[config.mk]
export PLATFORM = sky130hd
export DESIGN_NAME = barrel_shift_sweep_ctrl
export DESIGN_NICKNAME = d
export VERILOG_FILES = /design/src/rtl/barrel_shift_sweep_ctrl.sv
export SDC_FILE = /design/constraint.sdc
export NUM_CORES = 1
export LEC_CHECK = 0
export BUFFER_PORTS_ARGS = -buffer_cell sky130_fd_sc_hd__buf_2
export CAP_MARGIN = 20
export CORE_MARGIN = 10
export CORE_UTILIZATION = 50
export DETAILED_ROUTE_END_ITERATION = 8
export GPL_TIMING_DRIVEN = 1
export MAX_ROUTING_LAYER = met4
export PLACE_DENSITY = 0.82
export SLEW_MARGIN = 20
export SYNTH_ARGS = -nofsm -noshare
export SYNTH_HDL_FRONTEND = slang
export SYNTH_SLANG_ARGS = --single-unit
[constraint.sdc]
create_clock -name clk -period 3.4 [get_ports clk]
set_clock_uncertainty 0.1 [all_clocks]
set_input_delay 0.17 -clock clk [delete_from_list [all_inputs] [get_ports clk]]
set_output_delay 0.17 -clock clk [all_outputs]
set_load 0.02 [all_outputs]
[src/rtl/barrel_shift_sweep_ctrl.sv]
// barrel_shift_sweep_ctrl
//   Sequencer placed directly upstream of barrel_shifter_top. On an accepted
//   start it latches one data word and steps the shifter's select input
//   through 0..STEPS-1. The shifter result for each step is registered and
//   emitted as one beat on a valid/ready stream, tagged with its shift amount.
//   A one-cycle done pulse follows acceptance of the final beat.
//
// Ports
//   clk        clock, all state changes on the rising edge
//   rst        asynchronous, active-high reset
//   start      begin a sweep (only looked at while idle)
//   din        word to sweep, latched on the accepted start
//   busy       high whenever a sweep is in progress
//   sh_din     latched word, drives barrel_shifter_top.DIN
//   sh_sel     step counter, drives barrel_shifter_top.SEL
//   sh_dout    combinational result from barrel_shifter_top.DOUT
//   out_valid  dout/out_sel hold a result beat
//   out_ready  consumer accepts the beat when out_valid & out_ready at an edge
//   dout       captured shifter result
//   out_sel    shift amount that produced dout
//   done       one-cycle pulse after the final beat is accepted
module barrel_shift_sweep_ctrl #(
  parameter int WIDTH = 8,
  parameter int SELW  = 3,
  parameter int STEPS = 8
) (
  input  logic             clk,
  input  logic             rst,
  input  logic             start,
  input  logic [WIDTH-1:0] din,
  output logic             busy,
  output logic [WIDTH-1:0] sh_din,
  output logic [SELW-1:0]  sh_sel,
  input  logic [WIDTH-1:0] sh_dout,
  output logic             out_valid,
  input  logic             out_ready,
  output logic [WIDTH-1:0] dout,
  output logic [SELW-1:0]  out_sel,
  output logic             done
);

  typedef enum logic [1:0] {
    IDLE,
    SWEEP,
    FINISH
  } state_e;

  // Terminal step; the counter stops here instead of wrapping, so STEPS may
  // equal 2**SELW without the compare aliasing back to zero.
  localparam logic [SELW-1:0] LAST_SEL = SELW'(STEPS - 1);

  state_e           state, state_nxt;
  logic [WIDTH-1:0] sh_din_nxt;
  logic [SELW-1:0]  sh_sel_nxt;
  logic [WIDTH-1:0] dout_nxt;
  logic [SELW-1:0]  out_sel_nxt;
  logic             out_valid_nxt;
  logic             done_nxt;
  logic             slot_free;

  // State and datapath registers. Reset clears everything at once so an
  // aborted sweep leaves no partial beat behind.
  always_ff @(posedge clk or posedge rst) begin
    if (rst) begin
      state     <= IDLE;
      sh_din    <= '0;
      sh_sel    <= '0;
      dout      <= '0;
      out_sel   <= '0;
      out_valid <= 1'b0;
      done      <= 1'b0;
    end else begin
      state     <= state_nxt;
      sh_din    <= sh_din_nxt;
      sh_sel    <= sh_sel_nxt;
      dout      <= dout_nxt;
      out_sel   <= out_sel_nxt;
      out_valid <= out_valid_nxt;
      done      <= done_nxt;
    end
  end

  // Next-state and next-register logic. The output slot is free when it is
  // empty or its beat is being taken this edge; while stalled the step
  // counter holds, so sh_dout stays stable for the pending capture.
  always_comb begin
    state_nxt     = state;
    sh_din_nxt    = sh_din;
    sh_sel_nxt    = sh_sel;
    dout_nxt      = dout;
    out_sel_nxt   = out_sel;
    out_valid_nxt = out_valid;
    done_nxt      = 1'b0;
    slot_free     = !out_valid || out_ready;

    case (state)
      IDLE: begin
        if (start) begin
          sh_din_nxt = din;
          sh_sel_nxt = '0;
          state_nxt  = SWEEP;
        end
      end
      SWEEP: begin
        if (slot_free) begin
          dout_nxt      = sh_dout;
          out_sel_nxt   = sh_sel;
          out_valid_nxt = 1'b1;
          if (sh_sel == LAST_SEL) begin
            state_nxt = FINISH;
          end else begin
            sh_sel_nxt = sh_sel + SELW'(1);
          end
        end
      end
      FINISH: begin
        // The final beat is always valid here; wait for it to be taken.
        if (out_ready) begin
          out_valid_nxt = 1'b0;
          done_nxt      = 1'b1;
          state_nxt     = IDLE;
        end
      end
      default: begin
        state_nxt = IDLE;
      end
    endcase
  end

  assign busy = (state != IDLE);

endmodule

# ---- Word level (Yosys, flattened, before mapping)
# Index checks and enable logic that the tools add are counted.
dict set report word_totals {
  in_bits 20
  reg_bits 26
  wordCells 41
  out_inout_bits 25
}
dict set report op_classes {
  n_eq_ne 8
  add_sub_neg 1
  reduce_logical 11
  mux 14
}
# cell n
set op_table {}
lappend op_table {{$ne 2x2->1 const B} 5}
lappend op_table {{$mux 3} 3}
lappend op_table {{$mux 2} 4}
lappend op_table {{$reduce_and 4->1} 2}
lappend op_table {{$pmux 2 s3} 1}
lappend op_table {{$pmux 3 s2} 1}
lappend op_table {{$reduce_bool 2->1} 3}
lappend op_table {{$mux 1} 4}
lappend op_table {{$reduce_and 2->1} 2}
lappend op_table {{$add 3x1->3 const B} 1}
lappend op_table {{$eq 3x3->1 const B} 1}
lappend op_table {{$reduce_and 3->1} 1}
lappend op_table {{$eq 2x1->1 const B} 1}
lappend op_table {{$eq 2x2->1 const B} 1}
lappend op_table {{$logic_not 2->1} 1}
lappend op_table {{$pmux 1 s2} 1}
lappend op_table {{$logic_not 1->1} 1}
lappend op_table {{$logic_or 1x1->1} 1}

# ---- Longest topological paths before layout
# Gate-level depths: netlist of the first run.
dict set report depth {
  ltp_word 4
  depth_mapped 5
}

# ---- Worst setup path after synthesis of the first run
# Ideal clock, no wire load.
dict set report synth_path {
  kind {reg2reg}
  startpoint {register sh_sel[0]}
  endpoint {register sh_sel[1]}
  required_ps 3174
  slack_ps 1642
  arrival_ps 1532
  stages_incl_launch_ff 6
  path_cell_list {dfrtp_1 > ha_1 > ha_1 > nand2b_1 > o221a_2 > a221o_1}
}
dict set report synth_between {
  elab_chain_len 4
  word_cells_on_any_way 7
  classes_between {add/sub (1); eq/ne (2); mux (3); reduce/logical (1)}
}
# element line
set synth_rtl {}
lappend synth_rtl {{from (decl)} 33} ;# output logic [SELW-1:0] sh_sel,
lappend synth_rtl {{from (signal assigned)} 75} ;# sh_sel <= sh_sel_nxt;
lappend synth_rtl {{$add 3x1->3} 112} ;# sh_sel_nxt = sh_sel + SELW'(1);
lappend synth_rtl {{$mux 3} 109} ;# if (sh_sel == LAST_SEL) begin
lappend synth_rtl {{$mux 3} 105} ;# if (slot_free) begin
lappend synth_rtl {{$pmux 3 s2} 96} ;# case (state)
# Parallel ways exist; a longest one is shown, timed or not. The select of a mux whose other input is x is not followed.
# A chain may end at the register's enable or synchronous reset.

# ---- Worst setup path after layout of the first run
dict set report layout_path {
  startpoint {register state[0]}
  endpoint {register out_sel[2]}
}
dict set report layout_between {
  elab_chain_len 2
}
# element line
set layout_rtl {}
lappend layout_rtl {{from (decl)} 52} ;# state_e state, state_nxt;
lappend layout_rtl {{from (signal assigned)} 73} ;# state <= state_nxt;
lappend layout_rtl {{$eq 2x1->1} 96}
lappend layout_rtl {{$reduce_and 2->1 (no line)} n/a}
lappend layout_rtl {{to (signal assigned)} 77} ;# out_sel <= out_sel_nxt;
lappend layout_rtl {{to (decl)} 38} ;# output logic [SELW-1:0] out_sel,
# Every way passes these cells.

==> results of run 1 <==
[how the worst min path moves through the flow]
| stage | to | slack, ns | cells past startpoint |
|---|---|---|---|
| after floorplan | done | 0.11 | 1 |
| after global placement | dout[5] | 0.30 | 2 |
| after detailed placement | dout[5] | 0.31 | 2 |
| after CTS | dout[2] | 0.0004 | 2 |
| after global routing | done | 0.02 | 3 |
| final | state[0] | 0.02 | 3 |
[power breakdown]
part           internal, uW  leakage [uW]  switching, uW  total (uW)
Sequential              428      0.000309           83.8         512
Combinational           274      0.000460            304         578
Clock                   119     0.0000279           84.1         203
[Yosys cell counts]
master,n,share of area
mux2_2,9,0.088
buf_6,2,0.020
a221o_1,2,0.017
a21oi_1,2,0.0087
nor2_1,2,0.0065
nor3b_4,1,0.016
nor2_4,1,0.0098
inv_1,3,0.0098
or3b_2,1,0.0076
o31ai_1,1,0.0065
ha_1,2,0.022
buf_2,2,0.0087
o221ai_1,1,0.0076
nand3_1,1,0.0044
or4_1,1,0.0065
dfrtp_1,26,0.57
nor3_1,1,0.0044
nand2_1,3,0.0098
o221a_2,2,0.020
mux2_4,10,0.13
o22ai_1,1,0.0055
nor2b_4,1,0.012
or2_2,1,0.0055
nand2b_1,1,0.0055
[metrics by stage]
stage | std cells | power [uW]
6_report | 166 | 1290
5_1_grt | 166 | 1390
4_1_cts | 164 | 1310
3_5_place_dp | 145 | 1090
3_3_place_gp | 145 | 1070
2_1_floorplan | 77 | 912
[critical path: cells and delay by family (launching register included)]
family / cells / cell delay [ns]
flops: 1 / 0.54
mux: 1 / 0.41
simple gates: 1 / 0.70
[area by class of cell]
type	count	area share
clock inverters	1	0.0189
well taps	28	0.0220
flip-flops and latches	26	0.408
clock buffers	3	0.0141
repair buffers	61	0.245
inverters	3	0.00707
multi-input cells	44	0.284
[flip-flops by register name, summed over array words and instances, names as in the netlist]
| register | flops |
|---|---|
| sh_din | 8 |
| dout | 8 |
| out_sel | 3 |
| out_valid | 1 |
| state | 2 |
| sh_sel | 3 |
| done | 1 |
[kinds of logic (layout without fill, tap and decap cells)]
family,after synthesis,after routing,synth area share
AO/OA/AOI/OAI,9,9,0.0654
adder cells (fa/ha/maj),2,2,0.0218
buffers and inverters,7,68,0.0382
flip-flops,26,26,0.567
multiplexers,19,19,0.219
AND/OR/NAND/NOR,14,14,0.0883
[per-layer routing]
metal,up-vias,wire length [um]
li1,399,-
met1,366,1180
met2,27,1130
met3,0,215
met4,0,0
met5,-,0
==> results by group, run 1 <==
Placement
  • Area after DPL: 1370 sq um
  • DP HPWL: around 1800 um
  • DP Worst Slack: 1.57 ns
  • Placer Congestion: just under 0.8
  • Input/output buffers: 44

Logic synthesis
  • Seq cells post-synth: 26
  • Sequential share of the synthesized area: 0.567
  • Syn Std Cell Area: between 1000 and 1500 sq um
  • Yosys warning total: 0
  • Netlist cell types: 24
  • Cell count after synthesis: 77
  • Syn Nets: 99
  • Avg Cell Area, Syn: roughly 15 sq um

GRT
  • Number of global-route vias before repair: ~840
  • First-pass GRT wire length: 4140 um
  • Met2 usage: 0.182
  • Overflow after GRT: 0
  • Initial antenna violation count: 0
  • Largest net degree at the start of global routing: 27
  • Grt peak-use layer: met2
  • GRT Total Usage: 0.118
  • Met1 Use GR: 0.153
  • Met3 Usage GRT: 0.0375

Finish
  • Reg area: between 600 and 700 sq um
  • Ant diodes: 0
  • Commonest non-fill, non-tap cell in the layout: buf_2
  • Nets: between 150 and 200
  • Fillers: roughly 150
  • Final Cell Area: approximately 1600 sq um
  • Most frequent cells in the layout: buf_2, dfrtp_1, dlygate4sd3_1
  • Area of the multi-input gates: ~450 sq um
  • Final Core Density: 0.727
  • Layout cells sized above 1: 0.536
  • Area Growth Syn to Fin: 38.8%

Setup path
  • Crit path max fanout: 11
  • Flop2flop setup slack: between 1.5 and 2 ns
  • Critical R2R Launch: state[0]
  • Critical Path RT: about 3.5 ns
  • Critical setup path kind: reg -> reg
  • Crit path cell chain: nor3b_4 > mux2_2
  • Crit start category: flip-flop
  • Crit path from: state[0]
  • CP peak stage delay: ~0.7 ns
  • CP endpoint kind: flip-flop
  • Slowest cell on the critical path: nor3b_4
  • Worst EP arrival: just under 2 ns
  • CP endpoint: out_sel[2]
  • Reg2reg path depth: 2
  • FF-to-FF End: out_sel[2]

Clocking
  • Clock Root Buffer: clkbuf_4
  • Post-CTS sizing: 0
  • CTS Sinks: 26
  • Clk slew on worst S/H paths: 0.14 ns
  • CTS max path bufs: 2
  • H-Tree Depth: 1
  • Clock Latency Late Sink: about 0.31 ns
  • CTS Hold Buffers Added: 15
  • Postcts setup bufs: 0
  • CTS Buf Count: 3
  • CTS tree: built

Power and ir drop
  • Maximum vdd drop: just over 0.5 mV
  • Leak pwr: approximately 0.00080 uW
  • Pwr Density: around 800 nW/um^2

Drt
  • Pre-Repair DR Iteration Count: 4
  • Initial DRC Count: 12
  • Vias: slightly below 800
  • WL final: 2530 um
  • Drc violations: 0
  • DR vias/cell: ~4.8
  • Drt wl/cell: about 15 um
  • Final ANT Viol Nets: 0

Die
  • Row cnt: 17
  • Die Y: ~68 um
  • Initial core utilization: 0.524
  • IO Count: 45
  • Core area: approximately 2200 sq um
  • DIE AREA: between 4000 and 5000 sq um
  • Chip width: 67.9 um

Timing
  • RSZ-0062 raised after global routing: no
  • Worst slew pin tran: 0.919 ns
  • Fmax achieved: about 0.54 GHz
  • Final period utilization: 0.545
  • Final Hold Viols: 0
  • Final setup violation count: 0
  • Crit path time final: around 1.9 ns
  • Max-slew violations: 0
  • TNS Setup: 0 ns
  • Worst hold slack: 0.0210 ns
  • Slew HR: 0.387
  • Worst Slack Setup Final: about 1.5 ns

Hold path
  • Hold WC Path Type: in -> reg
  • Hold Crit Start: start

Status
  • Outcome: completed

Job
  • Max_cap viols: 0
Power figures use the tool's default switching activity.
==> run 2, diff against run 1 <==
- CORE_UTILIZATION: 50 -> 42
- PLACE_DENSITY: 0.82 -> 0.73
- clock period: 3.4 -> 1.7 ns (I/O delays scaled with it)
==> run 2 against run 1 <==
Sequential share of layout area is 1.7 points lower. Flip-flop and latch count is the same. Maximum frequency grew 11%. Utilization is 7.1 points lower. Hold slack improved by 0.27 ns. Largest cell class unchanged.
==> results by group, run 2 (synthesis results as in run 1) <==
Finish
  • Most frequent cells in the layout: buf_2, dfrtp_1, dlygate4sd3_1
  • Nets: 169 (+5.0%)
  • Largest registers: dout: 8 flops, sh_din: 8 flops
  • Ant diodes: 0 (unchanged)
  • Layout cells sized above 1: 0.575 (+0.0391)
  • Commonest non-fill, non-tap cell in the layout: buf_2
  • Area Growth Syn to Fin: 45.5%

GRT
  • Number of global-route vias before repair: 942 (+12%)
  • Initial antenna violation count: 0 (unchanged)
  • First-pass GRT wire length: 4550 um (+10%)
  • GRT Total Usage: 0.110 (-0.00819)
  • Largest net degree at the start of global routing: 27 (unchanged)
  • Grt peak-use layer: met2
  • Overflow after GRT: 0 (unchanged)
  • Met3 Usage GRT: 0.0408 (+0.00330)
  • Met1 Use GR: 0.123 (-0.0304)
  • Met2 usage: 0.179 (-0.00311)

Timing
  • Max-slew violations: 0 (unchanged)
  • Slew HR: 0.780 (+0.393)
  • Final Hold Viols: 0 (unchanged)
  • Worst Slack Setup Final: 0.0382 ns (-1.51 ns)
  • Crit path time final: 1.66 ns (-0.190 ns)
  • Worst slew pin tran: 0.330 ns (-0.589 ns)
  • Final setup violation count: 0 (unchanged)
  • Final period utilization: 0.978 (+0.433)
  • Fmax achieved: 0.602 GHz (+11%)
  • TNS Setup: 0 ns (unchanged)

Status
  • Outcome: completed

Setup path
  • Crit start category: flip-flop
  • CP endpoint kind: flip-flop
  • Critical Path RT: 1.81 ns (-1.69 ns)
  • Critical setup path kind: reg -> reg
  • Worst EP arrival: 1.77 ns (-0.18 ns)
  • Crit path max fanout: 5 (-6)

Power and ir drop
  • Maximum vdd drop: 1.01 mV (+99%)
  • Pwr Density: 1560 nW/um^2 (+92%)
  • Leak pwr: 0.000828 uW (+4.0%)

Clocking
  • Clk slew on worst S/H paths: 0.13 ns (about the same)
  • Clock Latency Late Sink: 0.31 ns (about the same)
  • Postcts setup bufs: 0 (unchanged)
  • CTS max path bufs: 2 (unchanged)
  • CTS Buf Count: 3 (unchanged)
  • Clock Root Buffer: clkbuf_4
  • H-Tree Depth: 1 (unchanged)
  • CTS tree: built
  • CTS Sinks: 26 (unchanged)

Hold path
  • Hold WC Path Type: in -> async

Placement
  • Input/output buffers: 44 (unchanged)
  • DP HPWL: 1940 um (+5.5%)
  • DP Worst Slack: 0.0452 ns (-1.52 ns)
  • Placer Congestion: 0.812 (+2.9%)

Die
  • Chip width: 72.3 um (+6.4%)
  • DIE AREA: 5220 sq um (+13%)
  • IO Count: 45 (unchanged)
  • Die Y: 72.3 um (+6.4%)
  • Row cnt: 18 (+1)
  • Initial core utilization: 0.451 (-0.0729)
  • Core area: 2540 sq um (+16%)

Drt
  • WL final: 2820 um (+11%)
  • Initial DRC Count: 22 (+10)
  • Drt wl/cell: 16.0 um (+4.9%)
  • Vias: 866 (+9.3%)
  • Drc violations: 0 (unchanged)
  • Final ANT Viol Nets: 0 (unchanged)
  • Pre-Repair DR Iteration Count: 4 (unchanged)
  • DR vias/cell: 4.92 (+3.1%)

Job
  • Max_cap viols: 0 (unchanged)
## run 2: changes by cell type in the layout (fill, tap and decap cells not counted), sizes merged
cell and delta:
bufinv -1, dlygate4sd3 +2, clkbuf +1, buf +6
## run 2: repair_timing
action	CTS	global route
hold buffers	19	0
hold endpoints to repair	45	0
gates resized for setup	0	1
endpoints found under the setup margin	0	1
## run 2: per-layer routing
layer	routed length [um]	share of wire
met1	1160	0.41
met3	212	0.075
met4	8	0.0028
met2	1440	0.51
met5	0	0
## run 2: where the power goes
group / total, uW / switching [uW] / internal, uW
clock: 302 / 171 / 131
sequential: 990 / 129 / 861
combinational: 1310 / 681 / 631
## run 2: final cells by class
type	count	area, sq um
timing repair buffer	69	468
sequential	26	653
tap	30	37.5
multi-input combinational	44	463
clock buffer	4	36.3
fill	185	876
inverter	3	11.3
## run 2: worst max-delay path, cell delays in order, from the launching register on
cell and delay (ns):
dfrtp_2 0.43, ha_1 0.21, ha_2 0.18, nand2b_4 0.15
o221a_2 0.23, a221o_1 0.26
## run 2: worst paths after layout
| path | startpoint | end | slack (ns) | cells after the start |
|---|---|---|---|---|
| max in group asynchronous | rst | sh_sel[0] | 0.95 | 4 |
| worst max register to register | sh_sel[0] | sh_sel[1] | 0.04 | 5 |
| worst max-delay path | sh_sel[0] | sh_sel[1] | 0.04 | 5 |
| worst min-delay path | rst | sh_din[3] | 0.29 | 4 |
| worst min register to register | sh_din[1] | sh_din[1] | 0.42 | 1 |
| min in group clk | sh_din[1] | sh_din[1] | 0.42 | 1 |
## run 2: metrics by stage
| step | area (sq um) | util | total power [uW] | cells | hold WS [ns] |
|---|---|---|---|---|---|
| 4_1_cts | 1670 | 0.655 | 2630 | 176 | 0.246 |
| 3_3_place_gp | 1440 | 0.566 | 2240 | 153 | 0.0468 |
| 2_1_floorplan | 1160 | - | 1840 | 77 | 0.0249 |
| 6_report | 1670 | 0.656 | 2600 | 176 | 0.286 |
| 5_1_grt | 1670 | 0.656 | 2790 | 176 | 0.296 |
| 3_5_place_dp | 1440 | 0.566 | 2280 | 153 | 0.0591 |
==> run 3, diff against run 2 <==
- ABC_AREA: not set -> 1
- PLACE_DENSITY: 0.73 -> 0.74
==> run 3 against run 2 <==
Sequential share of layout area rose by 1.1 points. Global-route usage rose by 1.3 points. Area after synthesis fell by 2.7%. Critical path depth did not move. Clock-buffer cell count fell by 1. Synthesized cell count rose by 66%. Critical path type unchanged. Largest power group unchanged.
==> results by group, run 3 <==
Setup path
  • Critical setup path kind: reg -> reg
  • Crit path max-delay family: flip-flops
  • Worst EP arrival: 1.72 ns (-0.05 ns)
  • Slowest cell on the critical path: dfrtp_1
  • Crit path cell chain: ha_1 > ha_1 > a21oi_1 > nand3_2 > o21ai_0
  • Critical Path RT: 1.85 ns (+0.04 ns)
  • Buffers plus inverters on the worst setup path: 0 (unchanged)
  • Crit path max fanout: 6 (+1)
  • CP endpoint kind: flip-flop
  • CP most frequent cell: ha_1
  • CP peak stage delay: 0.44 ns (about the same)
  • Crit start category: flip-flop

Logic synthesis
  • Syn Std Cell Area: 1120 sq um (-2.7%)
  • Yosys warning total: 0 (unchanged)
  • Seq cells post-synth: 26 (unchanged)
  • Netlist cell types: 18 (-25%)
  • Post-synth top cells: nand2_1, dfrtp_1, nand3_1
  • EDFF count, synth: 0 (unchanged)
  • Async S/R FF share, synth: 1.00 (unchanged)
  • Syn Nets: 150 (+52%)
  • Post-synth top area share: 0.583 (+0.0159)
  • Cell count after synthesis: 128 (+66%)
  • Top post-synthesis cells by area: dfrtp_1, nand2_1, nand3_1
  • Avg Cell Area, Syn: 8.72 sq um (-41%)
  • Most frequent cell after synthesis: nand2_1
  • Largest area contributor in the netlist: dfrtp_1
  • Main synth FF type: dfrtp_1
  • Sequential share of the synthesized area: 0.583 (+0.0159)

Drt
  • WL final: 2990 um (+6.1%)
  • DR vias/cell: 4.68 (-4.9%)
  • Vias: 1044 (+21%)
  • Drt wl/cell: 13.4 um (-16%)
  • Drc violations: 0 (unchanged)
  • Final ANT Viol Nets: 0 (unchanged)
  • Initial DRC Count: 58 (+160%)
  • Pre-Repair DR Iteration Count: 4 (unchanged)

Power and ir drop
  • Leak pwr: 0.000925 uW (+12%)
  • Maximum vdd drop: 0.939 mV (-7.0%)
  • Sw Pwr: 1220 uW (+24%)
  • Pwr Density: 1720 nW/um^2 (+10%)
  • Clock share of power: 0.153 (+0.037)
  • Comb power frac: 0.475 (-0.029)
  • Total power: 2780 uW (+6.7%)
  • Int Pwr: 1560 uW (-3.7%)
  • Part of the power in registers: 0.372 (-0.008)
  • Switch share: 0.438 (+0.0609)

Status
  • Outcome: completed

Job
  • Max_cap viols: 0 (unchanged)

Finish
  • Commonest non-fill, non-tap cell in the layout: nand2_1
  • Final Non-Filler Cells: 223 (+27%)
  • Final Core Density: 0.646 (-0.00970)
  • Area Growth Syn to Fin: 44.7%
  • Largest registers: dout: 8 flops, sh_din: 8 flops
  • Reg area: 651 sq um (-0.38%)
  • Nets: 216 (+28%)
  • Most frequent cells in the layout: nand2_1, buf_2, dfrtp_1
  • Area of the multi-input gates: 404 sq um (-13%)
  • Fillers: 199 (+7.6%)
  • Ant diodes: 0 (unchanged)
  • Layout cells sized above 1: 0.295 (-0.280)

Die
  • Core area: 2500 sq um (-1.8%)
  • Chip width: 71.6 um (-0.99%)
  • IO Count: 45 (unchanged)
  • Die Y: 71.6 um (-0.99%)
  • DIE AREA: 5120 sq um (-2.0%)
  • Initial core utilization: 0.446 (-0.00439)
  • Row cnt: 18 (unchanged)

Placement
  • Input/output buffers: 44 (unchanged)
  • DP HPWL: 2060 um (+6.1%)
  • DP Worst Slack: 0.163 ns (+0.117 ns)
  • Placed Cells: 200 (+31%)
  • Placer Congestion: 0.816 (+0.52%)

Clocking
  • Postcts setup bufs: 0 (unchanged)
  • Clock Root Buffer: clkbuf_4
  • Clk slew on worst S/H paths: 0.14 ns (about the same)
  • H-Tree Depth: 1 (unchanged)
  • CTS Buf Count: 3 (unchanged)
  • CTS max path bufs: 2 (unchanged)
  • CTS Sinks: 26 (unchanged)
  • Clock Latency Late Sink: 0.32 ns (about the same)
  • CTS tree: built

Hold path
  • Hold WC Path Type: in -> async

Timing
  • Final period utilization: 0.923 (-0.0547)
  • Crit path time final: 1.57 ns (-0.0929 ns)
  • Slew HR: 0.781 (about the same)
  • Worst Slack Setup Final: 0.131 ns (+0.0929 ns)
  • Final Hold Viols: 0 (unchanged)
  • TNS Setup: 0 ns (unchanged)
  • Fmax achieved: 0.637 GHz (+5.9%)
  • RSZ-0062 raised after global routing: no
  • Final setup violation count: 0 (unchanged)
  • Max-slew violations: 0 (unchanged)
  • Worst slew pin tran: 0.328 ns (-0.00142 ns)

GRT
  • GRT Total Usage: 0.123 (+0.0130)
  • Number of global-route vias before repair: 1110 (+18%)
  • First-pass GRT wire length: 5180 um (+14%)
  • Initial antenna violation count: 0 (unchanged)
  • Largest net degree at the start of global routing: 27 (unchanged)
  • Overflow after GRT: 0 (unchanged)
## run 3: cell count changes in the layout (fill, tap and decap cells not counted), moves of 2 or more
cell,before,now
buf_4,5,3
inv_1,3,9
o21ai_0,0,4
a221o_1,2,0
o221a_2,2,0
nand3_1,1,20
mux2_2,9,0
dfrtp_1,24,26
nand2_1,3,50
dfrtp_2,2,0
nand2_2,0,2
mux2_4,10,0
## run 3: timing repair
action	4_1_cts	5_1_grt
hold endpoints to repair	44	0
resized for setup	0	1
hold buffers	19	0
endpoints found under the setup margin	0	1
## run 3: per-stage QoR
step	hold WS (ns)	cell area [sq um]
floorplan	0.0250	1120
global placement	0.0498	1370
detailed placement	0.0578	1370
CTS	0.242	1610
global route	0.266	1620
finish	0.250	1620
## run 3: area by class of cell
| class | instances | share of cell area |
|---|---|---|
| Timing Repair Buffer | 66 | 0.268 |
| Clock buffer | 3 | 0.0139 |
| Sequential cell | 26 | 0.403 |
| Tap cell | 30 | 0.0232 |
| Multi-Input combinational cell | 87 | 0.250 |
| Clock inverter | 1 | 0.0186 |
| Inverter | 10 | 0.0232 |
## run 3: cells by family (layout without fill, tap and decap cells)
family,count (synthesis),after routing,share of synthesized area
AO/OA/AOI/OAI,7,7,0.0348
AND/OR/NAND/NOR,78,78,0.303
flip-flops,26,26,0.583
adder cells (fa/ha/maj),2,2,0.0224
buffers and inverters,15,80,0.0572
## run 3: worst reg2reg max path, delay by kind of cell (launching register included)
family / cells / cell delay, ns
flops: 1 / 0.44
fa+ha+maj: 2 / 0.43
compound gates: 2 / 0.39
simple gates: 1 / 0.14
## run 3: routing by layer
layer  vias to the layer above  routed length (um)  global-route usage
li1                        535                   -                   -
met1                       472                1260               0.143
met2                        34                1490               0.205
met3                         3                 218              0.0413
met4                         0                  19              0.0194
met5                         -                   0                   -
## run 3: power groups by stage
stage / Sequential, uW / Clock [uW] / Combinational [uW]
after floorplan: 1330 / 0 / 580
after global placement: 1030 / 0 / 1280
after detailed placement: 1040 / 0 / 1300
after CTS: 1030 / 426 / 1340
after global routing: 1080 / 458 / 1480
final: 1030 / 425 / 1320
## run 3: path summary, 6_finish.rpt
path	slack, ns	start	cells past startpoint	endpoint
setup / recovery	0.13	sh_sel[0]	5	sh_sel[2]
hold / removal	0.25	rst	4	dout[0]
max in group asynchronous	1.01	rst	4	sh_din[3]
setup reg to reg	0.13	sh_sel[0]	5	sh_sel[2]
hold reg to reg	0.38	dout[1]	2	dout[1]
min in group clk	0.38	dout[1]	2	dout[1]
